==> src/rtl/mips_cpu_bus_master.sv <==
// Avalon-MM bus master for the MIPS core: arbitrates instruction fetches and
// data loads/stores (data first), runs one single-word transfer at a time,
// returns read data with a one-cycle valid pulse, and aborts stalled
// transfers through a waitrequest watchdog.
module mips_cpu_bus_master #(
  parameter int unsigned TIMEOUT_CYCLES = 256
) (
  input  logic        clk,
  input  logic        reset,
  // instruction port
  input  logic        instr_req,
  input  logic [31:0] instr_addr,
  output logic        instr_ready,
  output logic        instr_valid,
  output logic [31:0] instr_rdata,
  // data port
  input  logic        data_req,
  input  logic        data_we,
  input  logic [31:0] data_addr,
  input  logic [3:0]  data_be,
  input  logic [31:0] data_wdata,
  output logic        data_ready,
  output logic        data_valid,
  output logic [31:0] data_rdata,
  // Avalon-MM master
  output logic [31:0] address,
  output logic        read,
  output logic        write,
  input  logic        waitrequest,
  output logic [31:0] writedata,
  output logic [3:0]  byteenable,
  input  logic [31:0] readdata,
  output logic        bus_error
);

  typedef enum logic [1:0] {
    IDLE  = 2'd0,
    FETCH = 2'd1,
    DATA  = 2'd2
  } state_e;

  state_e      state_q, state_d;
  logic [31:0] address_q, address_d;
  logic        read_q, read_d;
  logic        write_q, write_d;
  logic [31:0] writedata_q, writedata_d;
  logic [3:0]  byteenable_q, byteenable_d;
  logic        we_q, we_d;
  logic        instr_valid_q, instr_valid_d;
  logic [31:0] instr_rdata_q, instr_rdata_d;
  logic        data_valid_q, data_valid_d;
  logic [31:0] data_rdata_q, data_rdata_d;
  logic        bus_error_q, bus_error_d;
  logic [31:0] wd_cnt_q, wd_cnt_d;
  logic        timeout_hit;

  // Byte-offset bits are dropped: the bus is word addressed.
  logic unused_addr_bits;
  assign unused_addr_bits = ^{instr_addr[1:0], data_addr[1:0]};

  // The abort fires on the stalled edge that brings the count to TIMEOUT_CYCLES.
  assign timeout_hit = (TIMEOUT_CYCLES != 0) && (wd_cnt_q == (TIMEOUT_CYCLES - 1));

  // Next-state, captured request and registered bus/response values.
  always_comb begin
    state_d       = state_q;
    address_d     = address_q;
    read_d        = read_q;
    write_d       = write_q;
    writedata_d   = writedata_q;
    byteenable_d  = byteenable_q;
    we_d          = we_q;
    instr_valid_d = 1'b0;
    instr_rdata_d = instr_rdata_q;
    data_valid_d  = 1'b0;
    data_rdata_d  = data_rdata_q;
    bus_error_d   = bus_error_q;
    wd_cnt_d      = wd_cnt_q;

    case (state_q)
      IDLE: begin
        wd_cnt_d = '0;
        if (data_req) begin
          state_d      = DATA;
          address_d    = {data_addr[31:2], 2'b00};
          byteenable_d = data_be;
          writedata_d  = data_wdata;
          we_d         = data_we;
          read_d       = ~data_we;
          write_d      = data_we;
        end else if (instr_req) begin
          state_d      = FETCH;
          address_d    = {instr_addr[31:2], 2'b00};
          byteenable_d = '1;
          writedata_d  = '0;
          we_d         = 1'b0;
          read_d       = 1'b1;
          write_d      = 1'b0;
        end
      end

      FETCH, DATA: begin
        if (!waitrequest) begin
          state_d  = IDLE;
          read_d   = 1'b0;
          write_d  = 1'b0;
          wd_cnt_d = '0;
          if (state_q == FETCH) begin
            instr_valid_d = 1'b1;
            instr_rdata_d = readdata;
          end else begin
            data_valid_d = 1'b1;
            if (!we_q) data_rdata_d = readdata;
          end
        end else if (timeout_hit) begin
          state_d     = IDLE;
          read_d      = 1'b0;
          write_d     = 1'b0;
          wd_cnt_d    = '0;
          bus_error_d = 1'b1;
          if (state_q == FETCH) begin
            instr_valid_d = 1'b1;
            instr_rdata_d = '0;
          end else begin
            data_valid_d = 1'b1;
            if (!we_q) data_rdata_d = '0;
          end
        end else begin
          wd_cnt_d = wd_cnt_q + 32'd1;
        end
      end

      default: begin
        state_d = IDLE;
        read_d  = 1'b0;
        write_d = 1'b0;
      end
    endcase
  end

  // State and output registers; async reset drops any transfer in flight.
  always_ff @(posedge clk or posedge reset) begin
    if (reset) begin
      state_q       <= IDLE;
      address_q     <= '0;
      read_q        <= 1'b0;
      write_q       <= 1'b0;
      writedata_q   <= '0;
      byteenable_q  <= '0;
      we_q          <= 1'b0;
      instr_valid_q <= 1'b0;
      instr_rdata_q <= '0;
      data_valid_q  <= 1'b0;
      data_rdata_q  <= '0;
      bus_error_q   <= 1'b0;
      wd_cnt_q      <= '0;
    end else begin
      state_q       <= state_d;
      address_q     <= address_d;
      read_q        <= read_d;
      write_q       <= write_d;
      writedata_q   <= writedata_d;
      byteenable_q  <= byteenable_d;
      we_q          <= we_d;
      instr_valid_q <= instr_valid_d;
      instr_rdata_q <= instr_rdata_d;
      data_valid_q  <= data_valid_d;
      data_rdata_q  <= data_rdata_d;
      bus_error_q   <= bus_error_d;
      wd_cnt_q      <= wd_cnt_d;
    end
  end

  assign instr_ready = (state_q == IDLE) && !data_req;
  assign data_ready  = (state_q == IDLE);
  assign instr_valid = instr_valid_q;
  assign instr_rdata = instr_rdata_q;
  assign data_valid  = data_valid_q;
  assign data_rdata  = data_rdata_q;
  assign address     = address_q;
  assign read        = read_q;
  assign write       = write_q;
  assign writedata   = writedata_q;
  assign byteenable  = byteenable_q;
  assign bus_error   = bus_error_q;

endmodule

==> config.mk <==
export PLATFORM = sky130hd
export DESIGN_NAME = mips_cpu_bus_master
export DESIGN_NICKNAME = d
export VERILOG_FILES = /design/src/rtl/mips_cpu_bus_master.sv
export SDC_FILE = /design/constraint.sdc
export NUM_CORES = 1
export LEC_CHECK = 0
export ABC_AREA = 0
export BUFFER_PORTS_ARGS = -buffer_cell sky130_fd_sc_hd__clkbuf_2
export CAP_MARGIN = 30
export CELL_PAD_IN_SITES_DETAIL_PLACEMENT = 0
export CELL_PAD_IN_SITES_GLOBAL_PLACEMENT = 1
export CORE_MARGIN = 2
export CORE_UTILIZATION = 37
export CTS_CLUSTER_DIAMETER = 40
export DETAILED_ROUTE_END_ITERATION = 7
export PLACE_DENSITY_LB_ADDON = 0.1
export SKIP_LAST_GASP = 1
export SLEW_MARGIN = 20
export SYNTH_ARGS = -nofsm -noshare
export SYNTH_HDL_FRONTEND = slang
export SYNTH_SLANG_ARGS = --single-unit
==> constraint.sdc <==
create_clock -name clk -period 5.9 [get_ports clk]
set_clock_uncertainty 0.05 [all_clocks]
set_input_delay 0.295 -clock clk [delete_from_list [all_inputs] [get_ports clk]]
set_output_delay 0.295 -clock clk [all_outputs]
set_load 0.03 [all_outputs]
; ---- After elaboration in Yosys (flattened, before gate mapping)
; Index checks and enable logic that the tools add are counted.
[totals]
out_inout_bits = 139
regBits = 172
[classes]
mux = 40
addsub = 1
n_eq_ne = 11
bitwise_logic = 1
n_reduce_logical = 12
[op_table]
columns = operator, count
row1 = two-way mux 32 bit, 16
row2 = case mux 32 bit (2 select lines), 1
row3 = adder 32 x 1 -> 32 bit (second input constant), 1
row4 = equality test 32 x 8 -> 1 bit (second input constant), 1
row5 = two-way mux 1 bit, 14
row6 = two-way mux 2 bit, 4
row7 = two-way mux 4 bit, 2
row8 = inequality test 2 bit (second input constant), 4
row9 = inequality test 3 bit (second input constant), 2
row10 = AND reduction 6 bit, 1
row11 = nonzero test 2 bit, 3
row12 = inequality test 2 x 1 -> 1 bit (second input constant), 2
row13 = case mux 1 bit (2 select lines), 2
row14 = case mux 2 bit (2 select lines), 1
row15 = AND reduction 2 bit, 2
row16 = AND reduction 4 bit, 1
row17 = AND reduction 3 bit, 1
row18 = equality test 2 x 1 -> 1 bit (second input constant), 1
row19 = equality test 2 bit (second input constant), 1
row20 = logical NOT 2 bit, 1
row21 = OR reduction 2 bit, 1
row22 = logical AND 1 bit, 1
row23 = logical NOT 1 bit, 1
row24 = NOT 1 bit, 1

; ---- Longest topological paths before layout
; Gate-level depths: netlist of run 1.
[logic_depth]
word_depth = 5
ltp_mapped = 8
mapped_depth_nobuf = 7

; ---- Least setup slack after synthesis of run 1
; Ideal clock, no wire load.
[synth_timing]
path_type = register to register
start = reg state_q[0]
end = reg wd_cnt_q[26]
period_less_slack_ns = 2.168
t_arrival_ns = 1.987
path_stages_with_launch = 8
slack_ns = 3.732
required_time_ns = 5.719
path_buffers = 1
cell_sequence = dfrtp_1 -> ha_1 -> nand4b_2 -> or4_1 -> buf_2 -> nor4_1 -> xnor2_1 -> nor2_1
[synth_between]
elab_chain_cells = 3
[synth_lines]
columns = element, line
row1 = start: declaration, 42  ; state_e state_q, state_d;
row2 = start signal: assignment, 158  ; state_q <= state_d;
row3 = equality test 2 x 1 -> 1 bit / equality test 2 bit (equally long branches), 80  ; case (state_q)
row4 = OR reduction 2 bit, 80
row5 = case mux 32 bit (2 select lines) / nonzero test 2 bit (equally long branches), n/a
row6 = end signal: assignment, 170  ; wd_cnt_q <= wd_cnt_d;
row7 = end: declaration, 54  ; logic [31:0] wd_cnt_q, wd_cnt_d;
; Parallel ways exist; a longest one is shown, timed or not.
; A chain may end at the register's enable or synchronous reset.

; ---- Final worst setup path of run 1
[layout_timing]
start = reg wd_cnt_q[0]
end = reg data_rdata_q[20] (netlist: data_rdata[20])
[layout_between]
elab_chain_cells = 3
[layout_lines]
columns = element, line
row1 = equality test 32 x 8 -> 1 bit *, 62  ; assign timeout_hit = (TIMEOUT_CYCLES != 0) && (wd_cnt_q == (TIMEOUT_CYCLES - 1));
row2 = inequality test 2 bit (no line) / inequality test 2 x 1 -> 1 bit (equally long branches), n/a
row3 = AND reduction 6 bit (no line) *, n/a
row4 = end signal: assignment, 168  ; data_rdata_q <= data_rdata_d;
row5 = end: declaration, 52  ; logic [31:0] data_rdata_q, data_rdata_d;
; Mark *: on every way between the ends. The rest lies on a longest branch, timed or not.

==> results of run 1 <==
## cell usage in the layout, fill, tap and decap left out, drive strengths merged, types with 2 or more instances in the layout
| cell type | n |
|---|---|
| and4 | 4 |
| dfrtp | 170 |
| nor2b | 4 |
| nand4 | 13 |
| buf | 10 |
| mux2i | 30 |
| nand2 | 54 |
| ha | 4 |
| nand3 | 10 |
| conb | 2 |
| o22a | 5 |
| clkinv | 8 |
| nor3 | 7 |
| clkbuf | 289 |
| nor2 | 43 |
| xor2 | 18 |
| xnor2 | 10 |
| nand2b | 3 |
| o21ai | 38 |
| and3 | 2 |
| inv | 13 |
| a22o | 96 |
| nor4 | 9 |
## kinds of logic after synthesis
family | count (synthesis)
xor+xnor | 28
other cells | 1
compound gates | 147
buf+inv | 45
simple gates | 156
flops | 170
fa+ha+maj | 4
mux | 30
## flip-flops by register name (all words and copies together), names as in the netlist
register	cells
instr_rdata	32
we_q	1
state_q	2
data_valid	1
read	1
instr_valid	1
writedata	32
data_rdata	32
bus_error	1
write	1
byteenable	4
wd_cnt_q	32
address	30
## metrics by stage
| step | hold WS, ns | cells | power, mW | area, um^2 | worst slack, ns |
|---|---|---|---|---|---|
| after floorplan | 0.3634 | 582 | 3.361 | 6908 | 0.9516 |
| after global placement | 0.4147 | 1049 | 4.055 | 8463 | 2.923 |
| after detailed placement | 0.4203 | 1051 | 4.124 | 8513 | 3.227 |
| after CTS | 0.003294 | 1083 | 5.230 | 9097 | 3.181 |
| after global routing | 0.01221 | 1087 | 5.472 | 9168 | 2.984 |
| final | 0.02056 | 1087 | 5.169 | 9168 | 3.144 |
## worst paths after layout
path                                   to  slack (ns)  cells past startpoint
max                        data_rdata[20]        3.14                      6
min                         writedata[24]        0.02                      2
max reg2reg                data_rdata[20]        3.14                      6
min reg2reg                   address[11]        0.43                      2
max in group asynchronous      state_q[1]        4.18                      6
min in group asynchronous   writedata[21]        0.28                      3
## critical path: stages, from the launching register on
cell     delay [ns]
dfrtp_1        0.42
ha_1           0.27
nor4b_1        0.32
nand3_1        0.18
o31ai_1        0.49
nand2_2        0.54
a22o_1         0.35
## power groups by stage
stage                     Clock [mW]  Combinational, mW  Sequential [mW]
after floorplan                    0              0.702             2.66
after global placement             0               2.21             1.85
after detailed placement           0               2.28             1.85
after CTS                       1.11               2.27             1.84
after global routing            1.17               2.40             1.90
final                           1.09               2.24             1.84
## routing by layer
layer,wire length [um],share of wire (%)
met1,7768,42
met2,9124,49
met3,1259,6.8
met4,404,2.2
met5,0,0
## layout make-up
cell class              count  share of cell area (%)
multi-input cells         367                   27.30
well taps                 229                   3.125
flip-flops and latches    170                   46.40
clock inverters            14                   1.692
clock buffers              18                   4.681
repair buffers            282                   16.46
inverters                   7                  0.3412
==> impl_metrics.py, run 1 <==
metrics = {
    "run_status": {
        "status": "completed",
    },
    "clock_network": {
        "cts_buffers": 17,
        "cts_num_sinks": 170,
        "clk_path_buf_depth": 2,
        "htreeDepth": 4,
        "clk_latency_ns": 0.42,
        "path_clk_slew_ns": 0.08,
        "ctsResizeCount": 0,
        "ctsHoldBuffers": 0,
        "cts_root_buf": "clkbuf_16",
        "post_cts_buffers": 0,
        "cts_tree": "built",
    },
    "pwr": {
        "irDropWorstVdd_mv": 0.2479,
        "leakagePower_nw": 4.709,
        "comb_power_share_pct": 43.4,
        "p_sw_mw": 2.300,
        "swShare_pct": 44.51,
        "pwr-share-clk_pct": 21.0,
        "p_seq_share_pct": 35.6,
        "p_per_area_nw_per_um2": 563.8,
        "p_int_mw": 2.868,
    },
    "synthesis": {
        "synth_compound_area_share_pct": 16.38,
        "synth_top_area_share_pct": 61.62,
        "synth_xor_area_share_pct": 3.552,
        "ys_seq_elements": 170,
        "yosys-top-cells-count": "170 x dfrtp_1, 96 x a22o_1, 54 x nand2_1",
        "syn_inst": 581,
        "synth.most_common_cell": "dfrtp_1",
        "yosysSeqAreaShare_pct": 61.62,
        "synthMuxAreaShare_pct": 4.349,
        "ys_warn_count": 0,
        "postSynthAreaPerCell_um2": 11.88,
        "syn-cell-area_um2": 6904,
        "synth_area_leaders": "dfrtp_1 62%, a22o_1 12%, mux2i_1 4.3%",
        "synth_top_family_by_area": "compound AO/OA/AOI/OAI gates",
        "synth-simple-area-share_pct": 10.75,
        "synthAdderAreaFrac_pct": 0.7249,
        "ys.flop_type": "dfrtp_1",
        "yosysTopAreaCell": "dfrtp_1",
        "synth_edf_count": 0,
        "synth.distinct_cells": 40,
        "synth_async_sr_flop_share_pct": 100.0,
    },
    "sta": {
        "setup_viol": 0,
        "hold_viol": 0,
        "min_period_ns": 2.756,
        "post-route-period-util_pct": 46.71,
        "report.final.slew_viol_count": 0,
        "setup_tns_ns": 0,
        "worst_pin_slew_ns": 0.7177,
        "rsz0062_at_grt": "false",
        "slew_headroom_pct": 51.98,
        "fmax_ghz": 0.3628,
    },
    "critical_path": {
        "reg2reg_from": "wd_cnt_q[0]",
        "worstPathRequired_ns": 6.15,
        "cp.arrival_ns": 3.01,
        "critPathMaxFanout": 32,
        "worstSetupPathType": "reg2reg",
        "start_kind": "flip-flop",
        "cp-startpoint": "wd_cnt_q[0]",
        "cp-end-kind": "flip-flop",
    },
    "hold_path": {
        "min_path_type": "in2reg",
        "hp-start": "data_wdata[24]",
    },
    "route": {
        "ant_nets": 0,
        "wl_per_cell_um": 17.07,
        "drt_pass1_iterations": 4,
        "routed_wl_um": 18560,
        "first_iter_violations": 260,
        "vias": 5554,
        "drc": 0,
        "viasPerCell": 5.109,
    },
    "global_route": {
        "grt_remaining_overflow": 0,
        "grt_first_pass_wirelength_um": 30260,
        "met3_usage_pct": 5.469,
        "grt_pass1_vias": 5768,
        "antenna_found_initial": 0,
        "busiest_layer": "met2",
        "grt_usage_pct": 19.33,
        "use_met1_pct": 24.38,
        "grt_max_degree": 99,
        "grtUsageMet2_pct": 32.20,
    },
    "die": {
        "die_height_um": 140.6,
        "coreArea_um2": 18150,
        "chipWidth_um": 140.6,
        "dieArea_um2": 19770,
        "row_count": 49,
        "start_util_pct": 38.04,
        "io_pins": 277,
    },
    "place": {
        "dp.final_hpwl_um": 13140,
        "gp_congestion": 0.7529,
        "port_buffers": 270,
    },
    "cells_and_area": {
        "fin_util_pct": 50.52,
        "n_fill_cell": 1685,
        "seqCellArea_um2": 4254,
        "synthToLayoutAreaGrowth_pct": 32.78,
        "antenna_cells": 0,
        "drive_gt1_share_pct": 37.41,
        "fin_nets": 987,
        "multi_input_area_um2": 2502,
    },
    "job": {
        "cap_violations": 0,
    },
}
Note: power is estimated with default switching activity, not from simulation.
==> inputs of run 2 (changes only) <==
--- a/config.mk
+++ b/config.mk
@@ -11,7 +11,7 @@
 export CELL_PAD_IN_SITES_DETAIL_PLACEMENT = 0
 export CELL_PAD_IN_SITES_GLOBAL_PLACEMENT = 1
 export CORE_MARGIN = 2
-export CORE_UTILIZATION = 37
+export CORE_UTILIZATION = 33
 export CTS_CLUSTER_DIAMETER = 40
 export DETAILED_ROUTE_END_ITERATION = 7
 export PLACE_DENSITY_LB_ADDON = 0.1
==> constraint.sdc (replaced) <==
create_clock -name clk -period 2.5 [get_ports clk]
set_clock_uncertainty 0.05 [all_clocks]
set_input_delay 0.125 -clock clk [delete_from_list [all_inputs] [get_ports clk]]
set_output_delay 0.125 -clock clk [all_outputs]
set_load 0.03 [all_outputs]
==> run 2 against run 1 <==
Sequential share of layout area decreased by 6.2 points. First-iteration DRC count is 10% lower. Hold slack improved by 0.021 ns. Highest routed layer unchanged. Total power rose by 150%. Sequential power is 140% higher.
==> impl_metrics.py, run 2 (synthesis gave the netlist of run 1 again) <==
metrics = {
    "critical_path": {
        "reg2reg_from": "wd_cnt_q[0]",
        "r2r_end": "wd_cnt_q[14]",
        "r2r_cells": 7,
        "worstPathRequired_ns": 2.75,
        "cp-end-kind": "flip-flop",
        "r2r_setup_slack_ns": 0.16,
        "start_kind": "flip-flop",
        "critPathMaxFanout": 16,
        "cp.arrival_ns": 2.59,
        "worstSetupPathType": "reg2reg",
    },
    "cells_and_area": {
        "fin_nets": 1120,
        "mostFrequentLayoutCell": "clkbuf_2",
        "drive_gt1_share_pct": 32.90,
        "most-common-layout-cells": "270 x clkbuf_2, 170 x dfrtp_1, 130 x dlygate4sd3_1, 96 x a22o_1, 54 x nand2_1",
        "final_cells": 1261,
        "n_fill_cell": 1830,
        "fin_util_pct": 51.94,
        "antenna_cells": 0,
        "synthToLayoutAreaGrowth_pct": 53.19,
    },
    "clock_network": {
        "cts_tree": "built",
        "path_clk_slew_ns": 0.06,
        "cts_buffers": 17,
        "cts_num_sinks": 170,
        "cts_root_buf": "clkbuf_16",
        "clk_latency_ns": 0.42,
        "clk_path_buf_depth": 2,
        "htreeDepth": 4,
    },
    "route": {
        "first_iter_violations": 234,
        "vias": 6013,
        "routed_wl_um": 20040,
        "viasPerCell": 4.768,
        "drt_pass1_iterations": 4,
        "wl_per_cell_um": 15.89,
        "ant_nets": 0,
        "drc": 0,
    },
    "sta": {
        "post-route-period-util_pct": 93.46,
        "min_period_ns": 2.336,
        "worst_pin_slew_ns": 0.7085,
        "setup_tns_ns": 0,
        "hold_viol": 0,
        "report.final.slew_viol_count": 0,
        "fmax_ghz": 0.4280,
        "setup_viol": 0,
        "slew_headroom_pct": 52.60,
        "rsz0062_at_grt": "true",
    },
    "die": {
        "coreArea_um2": 20360,
        "io_pins": 277,
        "start_util_pct": 33.90,
        "die_height_um": 148.6,
        "chipWidth_um": 148.6,
        "dieArea_um2": 22090,
        "row_count": 52,
    },
    "place": {
        "dp.cells": 1098,
        "port_buffers": 270,
        "gp_congestion": 0.7843,
        "dp.final_hpwl_um": 13480,
    },
    "run_status": {
        "status": "completed",
    },
    "job": {
        "cap_violations": 0,
    },
    "global_route": {
        "grt_usage_pct": 18.32,
        "antenna_found_initial": 0,
        "grt_first_pass_wirelength_um": 32020,
        "grt_remaining_overflow": 0,
        "grt_max_degree": 132,
        "grt_pass1_vias": 6229,
    },
    "pwr": {
        "p_per_area_nw_per_um2": 1204,
        "total_power_mw": 12.73,
        "leakagePower_nw": 5.283,
        "irDropWorstVdd_mv": 0.7601,
    },
    "hold_path": {
        "hp-start": "waitrequest",
        "hold-path-endpoint": "data_valid",
        "min_path_type": "in2reg",
        "min_path_cells": 3,
    },
}
==> run 2: changes by cell type in the layout (fill, tap and decap cells not counted), moves of 3 or more <==
cell / delta
dlygate4sd3_1: +129
bufinv_16: +3
clkinv_8: -3
inv_6: +3
buf_4: +5
clkinv_4: -4
buf_12: +3
==> run 2: what timing repair did <==
item / CTS / global route
endpoints found under the setup margin: 0 / 60
hold endpoints to repair: 302 / 0
gates resized for setup: 0 / 1
setup buffers: 0 / 0
hold buffers: 130 / 0
==> run 2: critical path, stage by stage (launching register included) <==
cell     delay (ns)
dfrtp_1        0.43
ha_1           0.28
nor4b_1        0.33
nand3_1        0.21
o31a_1         0.44
nor2_2         0.16
buf_4          0.24
nor2_1         0.08
==> run 2: worst max path at each step <==
stage	startpoint	end	slack [ns]	cells past startpoint
after detailed placement	wd_cnt_q[0]	instr_rdata[30]	0.12	7
after global placement	state_q[0]	wd_cnt_q[28]	0.23	6
final	wd_cnt_q[0]	wd_cnt_q[14]	0.16	7
after global routing	wd_cnt_q[1]	wd_cnt_q[14]	-0.004	7
after floorplan	reset	address[10]	0.16	1
after CTS	wd_cnt_q[0]	instr_rdata[2]	0.08	7
==> run 2: routing by layer <==
layer | global-route usage [%] | part of all wire (%) | vias to the layer above
met5 | 0 | 0 | -
met4 | 6.190 | 1.8 | 0
met3 | 4.939 | 6.1 | 26
met2 | 30.74 | 49 | 214
met1 | 22.98 | 43 | 2886
li1 | - | - | 2887
==> run 2: per-stage QoR <==
stage	hold WS [ns]	instance area, um^2	setup slack, ns
floorplan	0.1934	6912	0.1563
global placement	0.2700	8611	0.2337
detailed placement	0.2836	8611	0.1202
CTS	0.05840	10540	0.08366
global route	0.06473	10580	-0.004269
finish	0.04196	10580	0.1635
==> run 2: final cells by class <==
cell class	count	area [um^2]	share of cell area, %
sequential	170	4254	40.22
tap	270	337.8	3.194
inverter	7	30.03	0.2839
multi-input combinational	367	2500	23.64
timing repair buffer	415	2823	26.69
clock inverter	14	192.7	1.822
clock buffer	18	439.2	4.152
==> run 2: report_power, final <==
part	leakage, nW	internal [mW]	switching [mW]	total [mW]
clock network	0.309	1.64	1.19	2.83
logic	2.80	1.85	3.70	5.55
registers	2.17	3.77	0.587	4.36
total	5.28	7.26	5.47	12.7
==> inputs of run 3 (changes only) <==
--- a/config.mk
+++ b/config.mk
@@ -11,7 +11,7 @@
 export CELL_PAD_IN_SITES_DETAIL_PLACEMENT = 0
 export CELL_PAD_IN_SITES_GLOBAL_PLACEMENT = 1
 export CORE_MARGIN = 2
-export CORE_UTILIZATION = 33
+export CORE_UTILIZATION = 40
 export CTS_CLUSTER_DIAMETER = 40
 export DETAILED_ROUTE_END_ITERATION = 7
 export PLACE_DENSITY_LB_ADDON = 0.1
==> constraint.sdc (replaced) <==
create_clock -name clk -period 2.83 [get_ports clk]
set_clock_uncertainty 0.05 [all_clocks]
set_input_delay 0.1415 -clock clk [delete_from_list [all_inputs] [get_ports clk]]
set_output_delay 0.1415 -clock clk [all_outputs]
set_load 0.03 [all_outputs]
==> run 3 against run 2 <==
Maximum frequency fell by 2.2%. Largest power group unchanged. Combinational power fell by 12%. Final cell count fell by 3.6%. Non-clock buffer count fell by 1.
==> impl_metrics.py, run 3 (synthesis gave the netlist of run 1 again) <==
metrics = {
    "run_status": {
        "status": "completed",
    },
    "cells_and_area": {
        "drive_gt1_share_pct": 32.93,
        "fin_nets": 1119,
        "design_area_um2": 10460,
        "antenna_cells": 0,
        "final_cells": 1215,
        "n_fill_cell": 1403,
        "mostFrequentLayoutCell": "clkbuf_2",
        "most-common-layout-cells": "270 x clkbuf_2, 170 x dfrtp_1, 128 x dlygate4sd3_1, 96 x a22o_1, 54 x nand2_1",
        "fin_util_pct": 61.31,
        "synthToLayoutAreaGrowth_pct": 51.47,
    },
    "critical_path": {
        "worstPathRequired_ns": 3.08,
        "cp.arrival_ns": 2.64,
        "critPathMaxFanout": 6,
        "r2r_cells": 6,
        "slowest_stage": "or4_1",
        "cp-end-kind": "flip-flop",
        "critical-path-max-stage-delay_ns": 0.70,
        "path_buf_inv": 0,
        "reg2reg_from": "wd_cnt_q[0]",
        "r2r_end": "wd_cnt_q[26]",
        "worstSetupPathType": "reg2reg",
        "cp_cell_sequence": "ha_1, nand4b_2, or4_1, nor4_1, xnor2_1, nor2_1",
        "r2r_setup_slack_ns": 0.44,
        "start_kind": "flip-flop",
        "crit_family": "simple AND/OR/NAND/NOR gates",
    },
    "die": {
        "chipWidth_um": 135.4,
        "die_height_um": 135.4,
        "io_pins": 277,
        "coreArea_um2": 17060,
        "start_util_pct": 40.48,
        "dieArea_um2": 18330,
        "row_count": 48,
    },
    "sta": {
        "hold_ws_ns": 0.03247,
        "setup_ws_ns": 0.4401,
        "slew_headroom_pct": 52.59,
        "setup_viol": 0,
        "setup_tns_ns": 0,
        "min_period_ns": 2.390,
        "fmax_ghz": 0.4184,
        "post-route-period-util_pct": 84.45,
        "hold_viol": 0,
        "rsz0062_at_grt": "false",
        "worst_pin_slew_ns": 0.7085,
        "report.final.slew_viol_count": 0,
    },
    "place": {
        "dp.cells": 1054,
        "gp_congestion": 0.7672,
        "place_ws_ns": 0.4665,
        "placed_cell_area_um2": 8562,
        "dp.final_hpwl_um": 13240,
        "port_buffers": 270,
    },
    "clock_network": {
        "ctsHoldBuffers": 128,
        "cts_num_sinks": 170,
        "clk_latency_ns": 0.43,
        "ctsResizeCount": 0,
        "clk_path_buf_depth": 2,
        "htreeDepth": 4,
        "cts_buffers": 17,
        "post_cts_buffers": 0,
        "path_clk_slew_ns": 0.07,
        "cts_tree": "built",
        "cts_root_buf": "clkbuf_16",
    },
    "route": {
        "vias": 6072,
        "drc": 0,
        "drt_pass1_iterations": 4,
        "ant_nets": 0,
        "wl_per_cell_um": 16.41,
        "viasPerCell": 4.998,
        "routed_wl_um": 19930,
        "first_iter_violations": 274,
    },
    "pwr": {
        "leakagePower_nw": 5.259,
        "p_seq_share_pct": 34.9,
        "irDropWorstVdd_mv": 0.5219,
        "total_power_mw": 11.04,
        "swShare_pct": 44.24,
        "p_per_area_nw_per_um2": 1056,
        "comb_power_share_pct": 44.4,
        "pwr-share-clk_pct": 20.8,
        "p_int_mw": 6.157,
        "p_sw_mw": 4.885,
    },
    "hold_path": {
        "hp-start": "instr_addr[10]",
        "hold-path-endpoint": "address[10]",
        "min_path_type": "in2reg",
        "min_path_cells": 3,
    },
    "global_route": {
        "grt_usage_pct": 21.96,
        "grt_max_degree": 61,
        "grt_remaining_overflow": 0,
        "antenna_found_initial": 0,
        "grt_first_pass_wirelength_um": 31570,
        "grt_pass1_vias": 6203,
    },
    "job": {
        "cap_violations": 0,
    },
}
==> run 3: cell types whose count changed in the layout (fill, tap and decap cells not counted), sizes merged <==
cell         change
clkinv           +4
bufinv           -3
dlygate4sd3      -2
buf              +1
clkinvlp         -1
==> run 3: how the worst max path moves through the flow <==
stage	slack [ns]	endpoint	cells past startpoint	startpoint
2_1_floorplan	0.47	address[10]	1	reset
3_3_place_gp	0.48	wd_cnt_q[28]	6	wd_cnt_q[0]
3_5_place_dp	0.47	wd_cnt_q[26]	6	wd_cnt_q[0]
4_1_cts	0.45	wd_cnt_q[26]	6	wd_cnt_q[0]
5_1_grt	0.16	instr_rdata[17]	7	wd_cnt_q[0]
6_report	0.44	wd_cnt_q[26]	6	wd_cnt_q[0]
==> run 3: final cells by class <==
cell class / instances / area [um^2] / share of cell area, %
timing repair buffer: 414 / 2810 / 26.87
inverter: 7 / 30.03 / 0.2872
clock inverter: 14 / 147.6 / 1.412
tap: 225 / 281.5 / 2.692
sequential: 170 / 4254 / 40.68
multi-input combinational: 367 / 2495 / 23.86
clock buffer: 18 / 439.2 / 4.200
==> run 3: layer usage <==
layer | GRT usage, % | share of wire [%] | wire (um)
met1 | 27.04 | 41 | 8170
met2 | 36.29 | 49 | 9833
met3 | 6.771 | 7.0 | 1405
met4 | 8.681 | 2.6 | 524
met5 | 0 | 0 | 0
==> run 3: worst min-delay path, stage by stage <==
cell and delay [ns]:
clkbuf_2 0.08, mux2i_1 0.07, o21ai_0 0.18
==> run 3: power by group through the flow <==
stage / sequential, mW / clock (mW) / combinational (mW)
2_1_floorplan: 5.54 / 0 / 1.46
3_3_place_gp: 3.85 / 0 / 4.66
3_5_place_dp: 3.86 / 0 / 4.73
4_1_cts: 3.85 / 2.35 / 4.88
5_1_grt: 3.96 / 2.45 / 5.22
6_report: 3.85 / 2.29 / 4.90
